--- src/rtl/acc_addsub_4.sv ---
// rtl/acc_addsub_4.sv - registered two's-complement add/sub accumulator with overflow history
//
// Ports:
//   CLK, nRST              clock, synchronous active-low reset
//   IN_VALID/IN_READY      operation handshake; OP selects add/sub/load/clear, D is the operand
//   OUT_VALID/OUT_READY    result handshake for ACC/CO/OVF
//   ACC, CO, OVF           accumulator, carry-out (subtract: 1 = no borrow), signed overflow
//   OVF_STICKY, OVF_CNT    overflow history, saturating counter
//   STICKY_CLR             clears overflow history
module acc_addsub_4 #(
    parameter int WIDTH = 4,
    parameter int SAT   = 0,
    parameter int CNT_W = 4
) (
    input  logic             CLK,
    input  logic             nRST,
    input  logic             IN_VALID,
    output logic             IN_READY,
    input  logic [1:0]       OP,
    input  logic [WIDTH-1:0] D,
    output logic             OUT_VALID,
    input  logic             OUT_READY,
    output logic [WIDTH-1:0] ACC,
    output logic             CO,
    output logic             OVF,
    output logic             OVF_STICKY,
    output logic [CNT_W-1:0] OVF_CNT,
    input  logic             STICKY_CLR
);

    typedef enum logic {
        EMPTY = 1'b0,
        FULL  = 1'b1
    } state_t;

    localparam logic [1:0]       OP_ADD  = 2'b00;
    localparam logic [1:0]       OP_SUB  = 2'b01;
    localparam logic [1:0]       OP_LOAD = 2'b10;
    localparam logic [WIDTH-1:0] MAX_POS = {1'b0, {(WIDTH-1){1'b1}}};
    localparam logic [WIDTH-1:0] MAX_NEG = {1'b1, {(WIDTH-1){1'b0}}};
    localparam logic [CNT_W-1:0] CNT_MAX = {CNT_W{1'b1}};
    localparam logic [CNT_W-1:0] CNT_ONE = {{(CNT_W-1){1'b0}}, 1'b1};

    state_t           state;
    state_t           state_nxt;
    logic             accept;
    logic             is_arith;
    logic             cin;
    logic [WIDTH-1:0] b_op;
    logic [WIDTH-1:0] low_sum;
    logic [WIDTH:0]   full_sum;
    logic             c_msb;
    logic             c_out;
    logic             ovf_raw;
    logic [WIDTH-1:0] res_acc;
    logic             res_co;
    logic             res_ovf;

    assign OUT_VALID = (state == FULL);
    assign IN_READY  = !OUT_VALID || OUT_READY;
    assign accept    = IN_VALID && IN_READY;
    assign is_arith  = (OP == OP_ADD) || (OP == OP_SUB);

    // Subtract reuses the adder: invert the operand and inject carry-in of 1.
    assign cin  = (OP == OP_SUB);
    assign b_op = (OP == OP_SUB) ? ~D : D;

    // The low-bits sum exposes the carry into the MSB for overflow detection.
    assign low_sum  = {1'b0, ACC[WIDTH-2:0]} + {1'b0, b_op[WIDTH-2:0]}
                    + {{(WIDTH-1){1'b0}}, cin};
    assign full_sum = {1'b0, ACC} + {1'b0, b_op} + {{WIDTH{1'b0}}, cin};
    assign c_msb    = low_sum[WIDTH-1];
    assign c_out    = full_sum[WIDTH];
    assign ovf_raw  = c_msb ^ c_out;

    always_comb begin
        res_acc = '0;
        res_co  = 1'b0;
        res_ovf = 1'b0;
        case (OP)
            OP_ADD, OP_SUB: begin
                res_co  = c_out;
                res_ovf = ovf_raw;
                // Clamp direction follows the old sign: overflow can only push
                // a value past the end it was already on.
                if ((SAT != 0) && ovf_raw) begin
                    res_acc = ACC[WIDTH-1] ? MAX_NEG : MAX_POS;
                end else begin
                    res_acc = full_sum[WIDTH-1:0];
                end
            end
            OP_LOAD: begin
                res_acc = D;
            end
            default: begin
                res_acc = '0;
            end
        endcase
    end

    always_comb begin
        state_nxt = state;
        case (state)
            EMPTY: begin
                if (accept) begin
                    state_nxt = FULL;
                end
            end
            FULL: begin
                if (accept) begin
                    state_nxt = FULL;
                end else if (OUT_READY) begin
                    state_nxt = EMPTY;
                end
            end
            default: begin
                state_nxt = EMPTY;
            end
        endcase
    end

    always_ff @(posedge CLK) begin
        if (!nRST) begin
            state <= EMPTY;
        end else begin
            state <= state_nxt;
        end
    end

    always_ff @(posedge CLK) begin
        if (!nRST) begin
            ACC <= '0;
            CO  <= 1'b0;
            OVF <= 1'b0;
        end else if (accept) begin
            ACC <= res_acc;
            CO  <= res_co;
            OVF <= res_ovf;
        end
    end

    // A new overflow event beats a simultaneous clear so it is never lost.
    always_ff @(posedge CLK) begin
        if (!nRST) begin
            OVF_STICKY <= 1'b0;
            OVF_CNT    <= '0;
        end else if (accept && is_arith && ovf_raw) begin
            OVF_STICKY <= 1'b1;
            if (STICKY_CLR) begin
                OVF_CNT <= CNT_ONE;
            end else if (OVF_CNT != CNT_MAX) begin
                OVF_CNT <= OVF_CNT + CNT_ONE;
            end
        end else if (STICKY_CLR) begin
            OVF_STICKY <= 1'b0;
            OVF_CNT    <= '0;
        end
    end

endmodule

--- config.mk ---
export PLATFORM = sky130hd
export DESIGN_NAME = acc_addsub_4
export DESIGN_NICKNAME = d
export VERILOG_FILES = /design/src/rtl/acc_addsub_4.sv
export SDC_FILE = /design/constraint.sdc
export NUM_CORES = 1
export LEC_CHECK = 0
export BUFFER_PORTS_ARGS = -buffer_cell sky130_fd_sc_hd__buf_4
export CAP_MARGIN = 30
export CORE_UTILIZATION = 52
export DETAILED_ROUTE_END_ITERATION = 12
export GPL_ROUTABILITY_DRIVEN = 0
export PLACE_DENSITY = 0.93
export SYNTH_ARGS = -nofsm -noshare
export SYNTH_HDL_FRONTEND = slang
export SYNTH_SLANG_ARGS = --single-unit
--- constraint.sdc ---
create_clock -name CLK -period 6.5 [get_ports CLK]
set_clock_uncertainty 0.2 [all_clocks]
set_input_delay 0 -clock CLK [delete_from_list [all_inputs] [get_ports CLK]]
set_output_delay 0 -clock CLK [all_outputs]
set_load 0.02 [all_outputs]
Word level (Yosys, flattened, before mapping)
Index checks and enable logic that the tools add are counted.

$add $sub $neg: 5. Equal/unequal tests: 3. Multiplexer cells: 14. Bitwise logic cells: 3. Reductions and logical operators: 11.

Operators by type and width (count): 4-bit two-way mux (5); 4-bit case mux with 2 select lines (1); 1-bit two-way mux (7); 4-bit by 4-bit adder with 5-bit output (1); 5-bit by 1-bit adder with 5-bit output (1); 3-bit by 3-bit adder with 4-bit output (1); 4-bit by 1-bit adder with 4-bit output (1); 4-bit by 1-bit adder with 4-bit output, second input constant (1); 4-bit inequality test, second input constant (1); 4-bit NOT (1); 2-bit nonzero test (2); 1-bit logical AND (3); 2-bit by 1-bit == test with 1-bit output, second input constant (1); 2-bit == test, second input constant (1); 2-bit zero test (1); 1-bit logical OR (2); 1-bit case mux with 2 select lines (1); 2-bit AND reduction (1); 2-bit OR reduction (1); 1-bit zero test (1); 1-bit NOT (1); 1-bit XOR (1).

Flip-flop bits (word level): 12. Input port bits: 11. Output and inout bits: 13. Logic and storage cells: 42.

Longest topological paths before layout
Gate-level depths: netlist (run 1).

Word-level depth: 8. Depth in mapped cells: 9. Mapped depth without buffers: 8.

Least setup slack after synthesis (run 1)
No wires, ideal clock.

Kind: register to register. Start: register ACC[0]. End: register OVF_CNT[3]. Library setup time: 0.070 ns. Arrival time: 2.149 ns. Required time: 6.230 ns. Path slack: 4.082 ns. Cell stages (with the launch flop): 9. Buffers on the path: 0. Clock period less this slack: 2.418 ns. Path through: dfxtp_1 nand2_1 o21ai_0 fa_1 a21o_1 a21oi_2 xor2_1 or4_1 a21oi_1.

Cells in the longest elaborated chain, start to end: 6. Elaborated cells between the ends (all ways): 9. Those cells by class: add/sub: 4; mux: 1; bitwise: 1; reduce/logical: 3.

Ends and longest elaborated chain: start: declaration (RTL line 23) `output logic [WIDTH-1:0] ACC,`; start signal: assignment (RTL line 136) `ACC <= res_acc;`; 4-bit by 4-bit adder with 5-bit output or 3-bit by 3-bit adder with 4-bit output (tied branches) (RTL line 71, 69); 5-bit by 1-bit adder with 5-bit output or 4-bit by 1-bit adder with 4-bit output (tied branches) (RTL line 71, 70); 1-bit XOR * (RTL line 74) `assign ovf_raw = c_msb ^ c_out;`; 1-bit logical AND * (RTL line 147) `end else if (accept && is_arith && ovf_raw) begin`; 2-bit nonzero test (no line); 2-bit AND reduction (no line); end signal: assignment (RTL line 152) `OVF_CNT <= OVF_CNT + CNT_ONE;`; end: declaration (RTL line 27) `output logic [CNT_W-1:0] OVF_CNT,`.

Every way passes the cells marked *; elsewhere a longest branch is shown, timed or not. A chain may end at the register's enable or synchronous reset.

Final worst setup path (run 1)
Start: input port OP[1]. End: register OVF_STICKY.

Cells in the longest elaborated chain, start to end: 7. Elaborated cells between the ends (all ways): 13. Those cells by class: add/sub: 4; eq/ne: 1; mux: 2; bitwise: 1; reduce/logical: 5.

Ends and longest elaborated chain: start: declaration (RTL line 19) `input logic [1:0] OP,`; 2-bit by 1-bit == test with 1-bit output (RTL line 62, 65, 66); 4-bit two-way mux (RTL line 66) `assign b_op = (OP == OP_SUB) ? ~D : D;`; 4-bit by 4-bit adder with 5-bit output or 3-bit by 3-bit adder with 4-bit output (tied branches) (RTL line 71, 69); 5-bit by 1-bit adder with 5-bit output or 4-bit by 1-bit adder with 4-bit output (tied branches) (RTL line 71, 70); 1-bit XOR (RTL line 74); 1-bit logical AND * (RTL line 147); 1-bit two-way mux or 2-bit nonzero test (tied branches); end signal: assignment (RTL line 145) `OVF_STICKY <= 1'b0;`; end signal: assignment (RTL line 148) `OVF_STICKY <= 1'b1;`; end signal: assignment (RTL line 155) `OVF_STICKY <= 1'b0;`; end: declaration (RTL line 26) `output logic OVF_STICKY,`.

Marked as above.

==> reports/results.txt, run 1 <==
The run finished with clean final reports. Using the TritonRoute via totals, the vias-per-cell ratio works out to 6.000. The H-tree depth reported by CTS was 1; the number of buffer cells added on primary ports was 23. The arrival time of the worst setup path was 2960 ps; the count of buffers added by post-CTS timing repair for setup was 0. After filler insertion, the fill cell instance count of the layout stands at 100. The total clock sinks is 12. By count the netlist is led by dfxtp_1, a21oi_1, nand2_1. The hold buffer count at cts was 10. A synthesized cell averages 9.131 sq um. The initial core utilization was 0.5750; the final core utilization was 0.8068. The tools report the initial antenna violation count as 0. Fraction of synthesis flops using an asynchronous set or reset pin: 0. Derived from the worst setup path, the maximum achievable clock frequency is 340.8 MHz.

The post-route fraction of the period consumed by the critical path was 0.4514. The placed instance count is 119. The dominant combinational cell family by area after synthesis is compound AO/OA/AOI/OAI gates.

The Yosys step of the flow raised 0 warnings. The initialized floorplan defines 13 standard-cell rows. For the number of hold violations in the final report, the log shows 0. Reported max-cap violation count: 0.

The logs give 0 for the number of remaining DRC errors and 1334 sq um for the area of the core. The tools report the overall power consumption as 0.2085 mW. TritonCTS built the clock tree. The first global-routing pass estimated 2.891 mm of wire. The count of final setup violators was 0; the placed standard-cell area was 939.7 sq um.

At the end of the flow, the number of nets in the layout was 136. Summing every instance area after synthesis gives 767.0 sq um. For the global routing met2 resource utilization, the log shows 0.4643. The run gives 0.7869 as the max-slew headroom at the worst pin.

Worst hold-check path type: in2reg. Top-area cell type share of the netlist area: 0.3132. After the first detailed-routing iteration, the DRC count stood at 19. The count of inserted antenna diode cells came out at 0.

The kind of start point of the critical path is an input pin. Counting flops with a built-in enable in the synthesized netlist gives 0. Maximum vdd drop: 0.0001262 V. The analysis attributes to cell leakage a power of 0.4857 nW.

The biggest area consumer among synthesized cells was dfxtp_1. Compound-cell area share of the yosys netlist: 0.2496. Hold timing on the final database bottoms out at a slack of 10.51 ps. The worst setup path is captured at a flip-flop. The tools report the sequential area share after synthesis as 0.3132.

The tools report the via count of the first global-routing pass as 663. The detail route stage leaves a number of antenna-violating nets equal to 0. The tools report the final wirelength as 1.992 mm. Setup repair after global routing left no endpoint under its margin. CTS placed an instance of clkbuf_4 at the clock tree root. The share of the synthesized netlist area taken by xor and xnor gates was 0.07993. In this run, post-CTS repair resized a total of 0 instances. Worst setup slack before clock tree synthesis: 4028 ps.

Yosys instantiated no cell more often than dfxtp_1. After routing the design area is 1076 sq um. The number of max-slew violations in the final report came out at 0. The flip-flop cell with the highest count after synthesis was dfxtp_1. After detailed routing, the average wire length per cell comes to 14.98 um. The die is 40.41 um wide.

The first TritonRoute pass finished after 4 iterations. At the later pin of the worst-skew pair, clock insertion delay measures 280 ps. After clock tree synthesis, the clock-pin slew on the worst setup and hold paths is 80 ps.

Fraction of the mapped netlist area in simple logic gates: 0.2055. Setup slack closes at 3566 ps. Leaving out filler cells and counting taps, the final layout contains 133.

For this run the aggregate overflow at the end of global routing stands at 0. met2 is the most crowded layer. Of all nets on the critical path, the largest fanout is 5. Number of top-level pins: 24. The total negative setup slack is 0 ps, and the synthesized-area fraction occupied by adder cells is 0.1077. The area growth from synthesis to layout is 40.29%. The floorplan step defined a die boundary enclosing 1633 sq um. STA puts the critical path data required time at 6530 ps. Synthesis handed over a netlist of 84 instances. The flop and latch count out of synthesis is 12, and the met3 routing resource usage after global routing is 0.06667. The critical path is of the in2reg type. The height of the chip is 40.41 um. Yosys attributes the largest share of cell area to dfxtp_1, ha_1, xnor2_1, a21oi_1, o311ai_4. The combined global-route utilization of all metal layers is 0.2759, and the clock period minus final worst setup slack is 2934 ps. The pin count of the biggest net entering global routing came out at 12. Yosys mapped the design onto 38 distinct sky130hd cell types.

The fraction of final layout cells with drive strength greater than 1 is 0.2797. The total nets after synthesis is 101. The fraction of synthesized area in multiplexers is 0. The met1 track utilization from global routing came out at 0.3355. The detailed router placed 798 vias in this run. Clock tree synthesis inserted a total of 3 buffers.

No sink is reached through more buffers than the 2 on the longest clock path. Detailed placement finished with a half-perimeter wire length of 1.261 mm. Power spread over the standard cell area amounts to 193.7 nW/um^2. For the pin with the worst max-slew slack, the measured transition is 318.6 ps.
==> layout make-up <==
| cell class | instances | area [sq um] | share of cell area |
|---|---|---|---|
| Sequential cell | 12 | 240.2 | 0.2233 |
| Tap cell | 15 | 18.77 | 0.01744 |
| Timing Repair Buffer | 33 | 272.8 | 0.2535 |
| Inverter | 4 | 15.01 | 0.01395 |
| Clock buffer | 4 | 36.28 | 0.03372 |
| Multi-Input combinational cell | 65 | 493.0 | 0.4581 |
==> layer usage <==
layer / share of wire / vias up
li1: - / 376
met1: 0.45 / 394
met2: 0.50 / 26
met3: 0.041 / 2
met4: 0.0070 / 0
met5: 0 / -
==> sequential cells by signal, summed over array words and instances, names as in the netlist <==
signal	count
OVF_STICKY	1
OVF_CNT	4
OVF	1
CO	1
OUT_VALID	1
ACC	4
==> where the power goes <==
| group | leakage (nW) | internal, mW | switching (mW) |
|---|---|---|---|
| Sequential | 0.0979 | 0.0772 | 0.00360 |
| Clock | 0.0210 | 0.0341 | 0.0286 |
| Combinational | 0.367 | 0.0301 | 0.0348 |
| Total | 0.486 | 0.141 | 0.0670 |
==> cells by family (layout without fill, tap and decap cells) <==
family,Yosys count,count (layout)
compound gates,26,26
simple gates,26,26
flops,12,12
xor+xnor,7,7
buf+inv,7,41
fa+ha+maj,6,6
==> placed cells by master (no fill, tap or decap), types with 2 or more instances in the layout <==
cell type      instances
a21oi_1                6
ha_1                   5
nand3_1                2
nor3b_1                2
o21ai_0                5
a21boi_1               2
and2_1                 2
a22oi_1                2
dlygate4sd3_1         10
nand2_1                6
a221oi_1               2
buf_4                 23
xor2_1                 3
xnor2_1                4
nor2_1                 3
clkbuf_4               3
inv_1                  4
dfxtp_1               12
==> critical path, stage by stage <==
cell and delay (ps):
dlygate4sd3_1 530, buf_4 150, nand2b_4 170, xnor2_1 220
ha_1 310, a21oi_1 240, o311ai_4 160, xnor2_1 280
nand3_1 190, a21boi_1 150, dlygate4sd3_1 540
==> worst paths after layout <==
| check | start | to | slack [ps] | cells past startpoint |
|---|---|---|---|---|
| max | OP[1] | OVF_STICKY$_SDFFE_PN0P_ | 3570 | 11 |
| min | OP[0] | ACC[3]$_SDFFE_PN0P_ | 10 | 4 |
| max reg2reg | ACC[0]$_SDFFE_PN0P_ | OVF_STICKY$_SDFFE_PN0P_ | 3740 | 9 |
| min reg2reg | OVF$_SDFFE_PN0P_ | OVF$_SDFFE_PN0P_ | 260 | 2 |
(Power assumes the default switching activity.)
==> run 2: changes to the inputs <==
--- a/config.mk
+++ b/config.mk
@@ -7,10 +7,10 @@
 export LEC_CHECK = 0
 export BUFFER_PORTS_ARGS = -buffer_cell sky130_fd_sc_hd__buf_4
 export CAP_MARGIN = 30
-export CORE_UTILIZATION = 52
+export CORE_UTILIZATION = 49
 export DETAILED_ROUTE_END_ITERATION = 12
 export GPL_ROUTABILITY_DRIVEN = 0
-export PLACE_DENSITY = 0.93
+export PLACE_DENSITY = 0.89
 export SYNTH_ARGS = -nofsm -noshare
 export SYNTH_HDL_FRONTEND = slang
 export SYNTH_SLANG_ARGS = --single-unit
==> constraint.sdc (replaced) <==
create_clock -name CLK -period 2.95 [get_ports CLK]
set_clock_uncertainty 0.2 [all_clocks]
set_input_delay 0 -clock CLK [delete_from_list [all_inputs] [get_ports CLK]]
set_output_delay 0 -clock CLK [all_outputs]
set_load 0.02 [all_outputs]
==> run 2 against run 1 <==
Critical endpoint is now OVF_CNT[3]$_SDFFE_PN0P_. Power up 120%. Count of clock-buffer cells in the layout unchanged. Wire length decreased by 5.3%. Final cell count decreased by 0.75%. Clock power up 110%.
==> reports/results.txt, run 2 (synthesis gave the netlist of run 1 again) <==
The critical setup path kind is in2reg. Data on the critical path is required at its endpoint by 2960 ps. For the vias after detailed routing, the log shows 785.

The clock transition time at the flip-flop clock pins of the worst setup and hold paths is 80 ps. The worst setup path is launched from an input pin. The number of DRC violations after detailed-routing iteration 0 was 39; the total negative setup slack was 0 ps. The peak fanout along the critical path is 5.

The total congestion overflow after global routing is 0. Measured along the y axis, the die boundary spans 41.57 um. The pre-antenna-repair detailed-routing pass consisted of 6 iterations.

The number of hold violations in the final report is 0, and the pin count of the biggest net entering global routing is 12. The maximum operating frequency was 370.2 MHz. Setup repair after global routing left no endpoint under its margin. Via count of the first global-routing pass: 690. In this run the worst hold path is classified as in2reg.

At the pin with the least slew margin, the transition time is 327.6 ps. The logs give 1 for the H-tree depth reported by CTS and 119 for the placed instance count. The critical path's slowest cell is dlygate4sd3_1. The worst hold margin was 32.08 ps. The flow ran to the end, and the final reports show no timing, DRC or antenna violations.

Measured along the x axis, the die boundary spans 41.57 um. The run gives 0 as the initial antenna violation count. 24 I/O pins were placed.

For this design the ratio of total power to cell area is 424.0 nW/um^2. The root buffer cell is clkbuf_4. The number of setup buffers added after CTS is 0.

At the worst endpoint, the arrival time is 2710 ps. The logs give 13 for the row count and 0.7808 for the max-slew headroom at the worst pin. For the finished layout, the period the worst path requires is 2702 ps. At the end of the flow, the number of nets in the layout was 135. TritonCTS built the clock tree. The count of buffers added on input and output ports is 23. VDD sags by at most 0.0003296 V. The floorplan step defined a die boundary enclosing 1728 sq um.

Setup violations remaining at the end of the flow were counted as 0. The combined global-route utilization of all metal layers was 0.2294. The logs give 280 ps for the clock insertion delay at the later pin of the skew report and 3 for the TritonCTS buffer count.

The first global-routing pass estimated 3.042 mm of wire. The largest single stage delay on the critical path is 530 ps. The run gives 0 as the count of inserted antenna diode cells. The number of max-slew violations in the final report came out at 0. Walking the worst path, the cells encountered are dlygate4sd3_1, buf_4, nand2b_4, xnor2_1, fa_1, a21o_1, a21oi_2, xor2_1, or4_1, a21oi_1.

The run gives 0 as the number of remaining DRC errors. For this design, the sink count on the clock tree is 12. The fraction of final layout cells with drive strength greater than 1 was 0.2821; the maximum count of clock buffers along a single path was 2. In the final layout, the registers with the most flip-flops are ACC: 4 flops, OVF_CNT: 4 flops. The post-route fraction of the period consumed by the critical path is 0.9158, and the detail-routed via count per cell is 5.947. The worst setup path is captured at a flip-flop. The overall power consumption was 0.4520 mW. After detailed routing, the average wire length per cell comes to 14.30 um. Initial core utilization: 0.5548. The final wirelength is 1.887 mm, and the final-layout fill cell count is 95. The antenna violation net count after detailed routing is 0, and the half-perimeter wire length after detailed placement is 1.269 mm. The post-layout instance count excluding filler cells came out at 132. Across the run, the number of max-cap violations was 0. In the layout the commonest cells are buf_4, dfxtp_1, dlygate4sd3_1.

The area growth from synthesis to layout is 38.99%. The core region is 1383 sq um. Summed over all cells, the static leakage comes to 0.4790 nW. Leaving out fill and tap cells, the most frequent cell in the layout is buf_4.
run 2: path summary, 6_finish.rpt:
| path | depth (start not counted) | startpoint | slack [ps] | endpoint |
|---|---|---|---|---|
| setup / recovery | 10 | OP[1] | 250 | OVF_CNT[3]$_SDFFE_PN0P_ |
| setup reg to reg | 8 | ACC[0]$_SDFFE_PN0P_ | 400 | OVF_CNT[3]$_SDFFE_PN0P_ |
| hold reg to reg | 2 | OVF$_SDFFE_PN0P_ | 260 | OVF$_SDFFE_PN0P_ |
| hold / removal | 5 | OUT_READY | 30 | OVF$_SDFFE_PN0P_ |
run 2: critical path: cells and delay by family:
kind | cells | cell delay, ps
AND/OR/NAND/NOR | 2 | 700
buffers and inverters | 2 | 680
AO/OA/AOI/OAI | 3 | 600
adder cells (fa/ha/maj) | 1 | 410
XOR/XNOR | 2 | 320
run 2: per-layer routing:
layer / GRT usage / vias up / part of all wire
met5: 0 / - / 0
met4: 0.1226 / 0 / 0.036
met3: 0.06957 / 11 / 0.059
met2: 0.3875 / 30 / 0.49
met1: 0.2554 / 370 / 0.42
li1: - / 374 / -
run 2: layout make-up:
type / instances / area (sq um) / share of cell area
repair buffers: 32 / 262.8 / 0.2465
inverters: 4 / 15.01 / 0.01408
multi-input cells: 65 / 493.0 / 0.4624
flip-flops and latches: 12 / 240.2 / 0.2254
clock buffers: 4 / 36.28 / 0.03404
well taps: 15 / 18.77 / 0.01761
run 2: what timing repair did:
action | in CTS | in global routing
resized for setup | 0 | 0
hold buffers | 9 | 0
hold endpoints to repair | 12 | 0
run 2: report_power, final:
group          switching (mW)  leakage (nW)  internal (mW)
clock                  0.0587        0.0210         0.0752
sequential            0.00746        0.0979          0.170
combinational          0.0751         0.360         0.0654
total                   0.141         0.479          0.311
run 2: metrics by stage:
stage	utilization	instance area, sq um	setup slack (ps)
3_5_place_dp	0.6796	939.7	464.8
6_report	0.7710	1066	248.5
5_1_grt	0.7710	1066	195.0
4_1_cts	0.7710	1066	281.5
2_1_floorplan	-	767.0	531.6
3_3_place_gp	0.6796	939.7	554.6
